File: src/rtl/trap_csr_unit_pkg.sv
// rtl/trap_csr_unit_pkg.sv - shared types and constants for the trap/CSR unit
package trap_csr_unit_pkg;

  typedef enum logic [1:0] {
    CSR_RW = 2'b01,
    CSR_RS = 2'b10,
    CSR_RC = 2'b11
  } csrOp_e;

  typedef enum logic {
    REDIRECT_IDLE    = 1'b0,
    REDIRECT_PENDING = 1'b1
  } redirectState_e;

  localparam logic [11:0] CSR_MSTATUS  = 12'h300;
  localparam logic [11:0] CSR_MISA     = 12'h301;
  localparam logic [11:0] CSR_MTVEC    = 12'h305;
  localparam logic [11:0] CSR_MSCRATCH = 12'h340;
  localparam logic [11:0] CSR_MEPC     = 12'h341;
  localparam logic [11:0] CSR_MCAUSE   = 12'h342;
  localparam logic [11:0] CSR_MTVAL    = 12'h343;
  localparam logic [11:0] CSR_MCYCLE   = 12'hB00;
  localparam logic [11:0] CSR_MCYCLEH  = 12'hB80;
  localparam logic [11:0] CSR_MINSTRET = 12'hB02;
  localparam logic [11:0] CSR_MINSTRETH = 12'hB82;
  localparam logic [11:0] CSR_CYCLE    = 12'hC00;
  localparam logic [11:0] CSR_CYCLEH   = 12'hC80;
  localparam logic [11:0] CSR_INSTRET  = 12'hC02;
  localparam logic [11:0] CSR_INSTRETH = 12'hC82;
  localparam logic [11:0] CSR_MHARTID  = 12'hF14;

  localparam int MSTATUS_MIE_BIT  = 3;
  localparam int MSTATUS_MPIE_BIT = 7;
  localparam int MSTATUS_MPP_LO   = 11;

  // MPP is hardwired to machine mode; only MIE and MPIE carry state.
  function automatic logic [31:0] packMstatus(input logic mie, input logic mpie);
    logic [31:0] value;
    value = '0;
    value[MSTATUS_MIE_BIT] = mie;
    value[MSTATUS_MPIE_BIT] = mpie;
    value[MSTATUS_MPP_LO +: 2] = 2'b11;
    return value;
  endfunction

endpackage

File: src/rtl/csr_counter64.sv
// rtl/csr_counter64.sv - 64-bit free-running counter with per-half CSR write
module csr_counter64 (
  input  logic        clock,
  input  logic        reset,
  input  logic        incEnable,
  input  logic        writeLo,
  input  logic        writeHi,
  input  logic [31:0] writeData,
  output logic [63:0] count
);

  // A write to either half suppresses the increment for the whole counter.
  always_ff @(posedge clock or negedge reset) begin
    if (!reset) begin
      count <= '0;
    end else if (writeLo || writeHi) begin
      count[31:0]  <= writeLo ? writeData : count[31:0];
      count[63:32] <= writeHi ? writeData : count[63:32];
    end else if (incEnable) begin
      count <= count + 64'd1;
    end
  end

endmodule

File: src/rtl/trap_csr_unit.sv
// rtl/trap_csr_unit.sv - machine-mode CSR file, trap/mret sequencing and fetch redirect
module trap_csr_unit
  import trap_csr_unit_pkg::*;
#(
  parameter logic [31:0] RESET_MTVEC = 32'h0000_0000,
  parameter logic [31:0] MISA_VALUE  = 32'h4000_0100,
  parameter logic [31:0] HART_ID     = 32'd0
) (
  input  logic        clock,
  input  logic        reset,
  input  logic        trapTaken,
  input  logic [3:0]  trapCause,
  input  logic [31:0] trapValue,
  input  logic [31:0] trapPC,
  input  logic        mretSignal,
  input  logic        retireValid,
  input  logic        csrValid,
  input  logic [1:0]  csrOp,
  input  logic [11:0] csrAddress,
  input  logic [31:0] csrWriteData,
  output logic [31:0] csrReadData,
  output logic        csrIllegal,
  output logic        redirectValid,
  output logic [31:0] redirectPC,
  input  logic        redirectReady,
  output logic        mstatusMIE
);

  logic        mie;
  logic        mpie;
  logic [29:0] mtvecBase;
  logic [31:0] mscratch;
  logic [29:0] mepcBase;
  logic [31:0] mcause;
  logic [31:0] mtval;
  logic [63:0] mcycle;
  logic [63:0] minstret;

  logic        mapped;
  logic [31:0] oldValue;
  logic [31:0] newValue;
  logic        writeRequested;
  logic        csrWrite;
  logic        mretTaken;
  logic        redirectEvent;
  logic [31:0] redirectTarget;

  redirectState_e state;
  redirectState_e nextState;

  always_comb begin
    mapped   = 1'b1;
    oldValue = '0;
    case (csrAddress)
      CSR_MSTATUS:                oldValue = packMstatus(mie, mpie);
      CSR_MISA:                   oldValue = MISA_VALUE;
      CSR_MTVEC:                  oldValue = {mtvecBase, 2'b00};
      CSR_MSCRATCH:               oldValue = mscratch;
      CSR_MEPC:                   oldValue = {mepcBase, 2'b00};
      CSR_MCAUSE:                 oldValue = mcause;
      CSR_MTVAL:                  oldValue = mtval;
      CSR_MCYCLE, CSR_CYCLE:      oldValue = mcycle[31:0];
      CSR_MCYCLEH, CSR_CYCLEH:    oldValue = mcycle[63:32];
      CSR_MINSTRET, CSR_INSTRET:  oldValue = minstret[31:0];
      CSR_MINSTRETH, CSR_INSTRETH: oldValue = minstret[63:32];
      CSR_MHARTID:                oldValue = HART_ID;
      default:                    mapped = 1'b0;
    endcase
  end

  // Set/clear with a zero operand are pure reads and never count as writes.
  always_comb begin
    newValue       = oldValue;
    writeRequested = 1'b0;
    case (csrOp)
      CSR_RW: begin
        newValue       = csrWriteData;
        writeRequested = 1'b1;
      end
      CSR_RS: begin
        newValue       = oldValue | csrWriteData;
        writeRequested = |csrWriteData;
      end
      CSR_RC: begin
        newValue       = oldValue & ~csrWriteData;
        writeRequested = |csrWriteData;
      end
      default: begin
        newValue       = oldValue;
        writeRequested = 1'b0;
      end
    endcase
  end

  assign csrReadData    = oldValue;
  assign csrIllegal     = csrValid & (~mapped | ((csrAddress[11:10] == 2'b11) & writeRequested));
  assign csrWrite       = csrValid & ~csrIllegal & writeRequested & ~trapTaken & ~mretSignal;
  assign mretTaken      = mretSignal & ~trapTaken;
  assign redirectEvent  = trapTaken | mretSignal;
  assign redirectTarget = trapTaken ? {mtvecBase, 2'b00} : {mepcBase, 2'b00};
  assign mstatusMIE     = mie;

  always_ff @(posedge clock or negedge reset) begin
    if (!reset) begin
      mie       <= 1'b0;
      mpie      <= 1'b0;
      mtvecBase <= RESET_MTVEC[31:2];
      mscratch  <= '0;
      mepcBase  <= '0;
      mcause    <= '0;
      mtval     <= '0;
    end else if (trapTaken) begin
      mepcBase <= trapPC[31:2];
      mcause   <= {28'b0, trapCause};
      mtval    <= trapValue;
      mpie     <= mie;
      mie      <= 1'b0;
    end else if (mretTaken) begin
      mie  <= mpie;
      mpie <= 1'b1;
    end else if (csrWrite) begin
      case (csrAddress)
        CSR_MSTATUS: begin
          mie  <= newValue[MSTATUS_MIE_BIT];
          mpie <= newValue[MSTATUS_MPIE_BIT];
        end
        CSR_MTVEC:    mtvecBase <= newValue[31:2];
        CSR_MSCRATCH: mscratch  <= newValue;
        CSR_MEPC:     mepcBase  <= newValue[31:2];
        CSR_MCAUSE:   mcause    <= newValue;
        CSR_MTVAL:    mtval     <= newValue;
        default: ;
      endcase
    end
  end

  csr_counter64 cycleCounter (
    .clock     (clock),
    .reset     (reset),
    .incEnable (1'b1),
    .writeLo   (csrWrite && csrAddress == CSR_MCYCLE),
    .writeHi   (csrWrite && csrAddress == CSR_MCYCLEH),
    .writeData (newValue),
    .count     (mcycle)
  );

  csr_counter64 instretCounter (
    .clock     (clock),
    .reset     (reset),
    .incEnable (retireValid),
    .writeLo   (csrWrite && csrAddress == CSR_MINSTRET),
    .writeHi   (csrWrite && csrAddress == CSR_MINSTRETH),
    .writeData (newValue),
    .count     (minstret)
  );

  always_ff @(posedge clock or negedge reset) begin
    if (!reset) state <= REDIRECT_IDLE;
    else        state <= nextState;
  end

  // A fresh event always wins, even when fetch accepts the old target this cycle.
  always_comb begin
    nextState = state;
    case (state)
      REDIRECT_IDLE:    if (redirectEvent) nextState = REDIRECT_PENDING;
      REDIRECT_PENDING: if (!redirectEvent && redirectReady) nextState = REDIRECT_IDLE;
      default:          nextState = REDIRECT_IDLE;
    endcase
  end

  always_comb begin
    redirectValid = (state == REDIRECT_PENDING);
  end

  always_ff @(posedge clock or negedge reset) begin
    if (!reset)             redirectPC <= '0;
    else if (redirectEvent) redirectPC <= redirectTarget;
  end

endmodule

File: config.mk
export PLATFORM = sky130hd
export DESIGN_NAME = trap_csr_unit
export DESIGN_NICKNAME = d
export VERILOG_FILES = /design/src/rtl/trap_csr_unit_pkg.sv /design/src/rtl/csr_counter64.sv /design/src/rtl/trap_csr_unit.sv
export SDC_FILE = /design/constraint.sdc
export NUM_CORES = 1
export LEC_CHECK = 0
export ABC_AREA = 1
export BUFFER_PORTS_ARGS = -buffer_cell sky130_fd_sc_hd__buf_2
export CELL_PAD_IN_SITES_DETAIL_PLACEMENT = 1
export CELL_PAD_IN_SITES_GLOBAL_PLACEMENT = 1
export CORE_MARGIN = 3
export CORE_UTILIZATION = 45
export CTS_CLUSTER_DIAMETER = 40
export CTS_CLUSTER_SIZE = 24
export DETAILED_ROUTE_END_ITERATION = 8
export PLACE_DENSITY_LB_ADDON = 0.1
export SETUP_SLACK_MARGIN = 0.5
export SKIP_CTS_REPAIR_TIMING = 1
export SYNTH_ARGS = -nofsm -noshare
export SYNTH_HDL_FRONTEND = slang
export SYNTH_SLANG_ARGS = --single-unit
File: constraint.sdc
create_clock -name clock -period 6.7 [get_ports clock]
set_clock_uncertainty 0.1 [all_clocks]
set_input_delay 0.67 -clock clock [delete_from_list [all_inputs] [get_ports clock]]
set_output_delay 0.67 -clock clock [all_outputs]
set_load 0.005 [all_outputs]
==> results by group <==
Global route
  • Maximum number of pins on one net before global-route repair: 127
  • Global route total overflow: 0
  • Via count of the first global-routing pass: 26100
  • Global-route wire length before repair: 166000 µm
  • Number of antenna violations at the first check in global routing: 10
  • Global Route Usage Sum: 44.2%

Setup path
  • Longest individual stage delay on the worst path: 880 ps
  • Depth of the critical timing path with buffers and inverters included: 17
  • R2R Setup Slk: 3350 ps
  • Largest fanout on the critical path: 101
  • Most repeated library cell on the critical path: sky130_fd_sc_hd__nand2_1
  • Worst path required time: 7140 ps
  • Top delay family on crit path: simple AND/OR/NAND/NOR gates
  • Launching point of the worst reg2reg path: instretCounter.count[2]$_DFFE_PN0P_
  • Startpoint Class: input port
  • End of the worst register-to-register path: instretCounter.count[35]$_DFFE_PN0P_
  • Worst path cell trace: buf_2 > nand2_1 > inv_2 > nand2_1 > nand2_4 > nand2_1 > buf_4 > nand2_1 > nor2_1 > nand2_2 > nand4_1 > buf_4 > nand2_1 > nand2_1 > nand2_1 > nand2_1 > nand2_1
  • Path type of the worst setup path: input port to flip-flop
  • Path depth of the worst reg2reg path: 12
  • Critical path destination: cycleCounter.count[43]$_DFFE_PN0P_
  • Count of buffer and inverter cells on the critical path: 4
  • Critical Path Start: csrAddress[9]
  • Critical path data arrival time: 4830 ps
  • Critical Path End Type: flip-flop
  • Standard cell with the maximum stage delay on the critical path: sky130_fd_sc_hd__buf_4

Routing
  • Drt total wl: 114000 µm
  • Residual antenna-violating net count after detailed routing: 0
  • Total DRC errors in the routed layout: 0
  • Final routed wire length divided by cell count: 27.6 µm
  • Number of vias per cell after detailed routing: 6.27
  • Count of vias placed by the detailed router: 25854
  • Iter 0 DRT Violations: 2817
  • Drt pass-1 iters: 6

Timing
  • Slew at the pin with the worst max-slew slack: 1220 ps
  • Normalized max-slew margin: 18.7%
  • RSZ-0062 raised after global routing: no
  • Upper clock frequency limit: 228 MHz
  • Worst Hold Margin: 100 ps
  • Min Clock Period, post-route: 4380 ps
  • Setup TNS Final: 0 ps
  • Total count of hold-check failures in the final report: 0
  • Max Transition Viols Final: 0
  • Final setup margin: 2320 ps
  • Portion of the clock cycle consumed by the worst path in the final layout: 65.4%
  • Number of setup violations in the final report: 0

Logic synthesis
  • Mean Syn Cell Area: 6.41 µm²
  • Primary flip-flop cell chosen by synthesis mapping: sky130_fd_sc_hd__dfrtp_1
  • Synthesis-stage register bit count: 317
  • Cell with the most instances after synthesis: sky130_fd_sc_hd__nand2_1
  • Number of enable-type register cells in the synthesized netlist: 0
  • Syn Inst Count: 3357
  • Most instantiated cells after synthesis: sky130_fd_sc_hd__nand2_1 (1145), sky130_fd_sc_hd__nand3_1 (576), sky130_fd_sc_hd__nor2_1 (376), sky130_fd_sc_hd__dfrtp_1 (317), sky130_fd_sc_hd__inv_1 (208)
  • Largest cells by area after synthesis: sky130_fd_sc_hd__dfrtp_1 (37%), sky130_fd_sc_hd__nand2_1 (20%), sky130_fd_sc_hd__nand3_1 (13%)
  • Synth top area share: 36.9%
  • Share of synthesized registers carrying an async set or reset: 100%
  • Ys Warns: 0
  • Sequential area share after synthesis: 36.9%
  • Synthesized area: 21500 µm²
  • Yosys top cell by area: sky130_fd_sc_hd__dfrtp_1
  • Count of distinct cell types in the synthesized netlist: 36

Power and ir drop
  • Combinational fraction of design power: 8.1%
  • Switching pwr: 1.62 mW
  • Static leakage: 12.2 nW
  • Worst voltage drop across the vdd grid: 0.000240 V
  • Clock share of power: 56.8%
  • Cell Int Power: 4.28 mW
  • Ratio of total power to cell area: 236 nW/µm²
  • Portion of total power attributed to sequential cells: 35.0%
  • Net Sw Frac: 27.5%

Die
  • Die ar.: 50500 µm²
  • Initial core utilization: 45.9%
  • Chip Width: 225 µm
  • Die Ht: 225 µm
  • Area of the core region: 46900 µm²
  • Total number of placement rows: 79
  • Ports: 188

Placed design
  • Routability cong.: 1.05
  • Count of buffers from port buffering: 183
  • HPWL after detailed placement: 82400 µm
  • Number of cells in the design after placement: 4002
  • Setup Slack @ Placement: 1890 ps

Cells and area
  • Layout cell share with drive strength beyond 1: 10.6%
  • Core utilization of the finished layout: 53.4%
  • FILL cells: 6266
  • Number of nets in the layout: 3582
  • Area growth syn-to-layout: 16.3%
  • Non-filler instance count after layout: 4123

Clock tree
  • Maximum buffer depth of the clock tree: 3
  • TritonCTS Buffers: 61
  • Number of clock sinks seen by CTS: 317
  • Clock root buffer: sky130_fd_sc_hd__clkbuf_16
  • H-tree depth reported by CTS: 2
  • Insertion delay to the later sink of the worst-skew pair: 660 ps
  • CTS tree: yes
  • Clock-pin slew on the worst setup and hold paths: 50 ps

Run
  • Max-Cap Viols: 0

Min path
  • Type of the most critical hold path: input port to flip-flop

Outcome
  • Outcome: finished, final reports clean
[worst min-delay path by stage]
stage                              from  depth (start not counted)                                 to
3_5_place_dp     mcause[16]$_DFFE_PN0P_                          2             mcause[16]$_DFFE_PN0P_
4_1_cts                           reset                          1           mtvecBase[4]$_DFFE_PN0P_
3_3_place_gp   mscratch[30]$_DFFE_PN0P_                          2           mscratch[30]$_DFFE_PN0P_
2_1_floorplan                     reset                          0  cycleCounter.count[0]$_DFFE_PN0P_
6_report                  redirectReady                          2            redirectValid$_DFF_PN0_
5_1_grt                   redirectReady                          2            redirectValid$_DFF_PN0_
[through the flow]
stage | total power [mW] | area, µm²
2_1_floorplan | 2.29 | 21500
3_3_place_gp | 2.53 | 22800
3_5_place_dp | 2.55 | 22800
4_1_cts | 5.89 | 25000
5_1_grt | 6.04 | 25000
6_report | 5.90 | 25000
[placed cells by master, fill, tap and decap left out, types with 62 or more instances in the layout]
master	count
sky130_fd_sc_hd__o21ai_0	148
sky130_fd_sc_hd__nand2_1	1144
sky130_fd_sc_hd__buf_2	181
sky130_fd_sc_hd__dfrtp_1	317
sky130_fd_sc_hd__inv_1	207
sky130_fd_sc_hd__nand3_1	575
sky130_fd_sc_hd__a21oi_1	113
sky130_fd_sc_hd__nor3_1	62
sky130_fd_sc_hd__xor2_1	72
sky130_fd_sc_hd__nor2_1	369
[state kept, by name, indices dropped and copies added (netlist names), 30 cells and up]
register / cells
cycleCounter.count: 64
mtval: 32
mscratch: 32
mtvecBase: 30
mcause: 32
redirectPC: 30
instretCounter.count: 64
mepcBase: 30
[power by group through the flow]
| stage | sequential (mW) | clock [mW] | combinational, mW |
|---|---|---|---|
| floorplan | 2.06 | 0 | 0.226 |
| global placement | 2.09 | 0 | 0.438 |
| detailed placement | 2.09 | 0 | 0.454 |
| CTS | 2.06 | 3.36 | 0.464 |
| global route | 2.07 | 3.45 | 0.509 |
| finish | 2.07 | 3.36 | 0.480 |
[area by class of cell]
cell class | count | area [µm²] | area share, %
Inverter | 215 | 807 | 3.23
Antenna cell | 5 | 12.5 | 0.0500
Timing Repair Buffer | 219 | 1230 | 4.90
Clock inverter | 41 | 583 | 2.33
Tap cell | 607 | 759 | 3.04
Clock buffer | 74 | 1640 | 6.54
Multi-Input combinational cell | 2645 | 12100 | 48.2
Sequential cell | 317 | 7930 | 31.7
[cells by family (layout without fill, tap and decap cells)]
kind of cell	Yosys count	in the layout	synth area share, %
simple gates	2240	2240	43.9
fa+ha+maj	2	2	0.116
compound gates	293	293	7.20
other cells	1	7	0.0174
buf+inv	396	549	7.45
flops	317	317	36.9
xor+xnor	108	108	4.40
[layer usage]
metal / global-route usage (%) / up-vias / share of wire (%)
li1: - / 11093 / -
met1: 53.5 / 12684 / 37
met2: 67.4 / 1559 / 44
met3: 12.4 / 506 / 11
met4: 32.9 / 12 / 8.8
met5: 0 / - / 0.069
No activity file was read; power rests on OpenSTA's default activity.
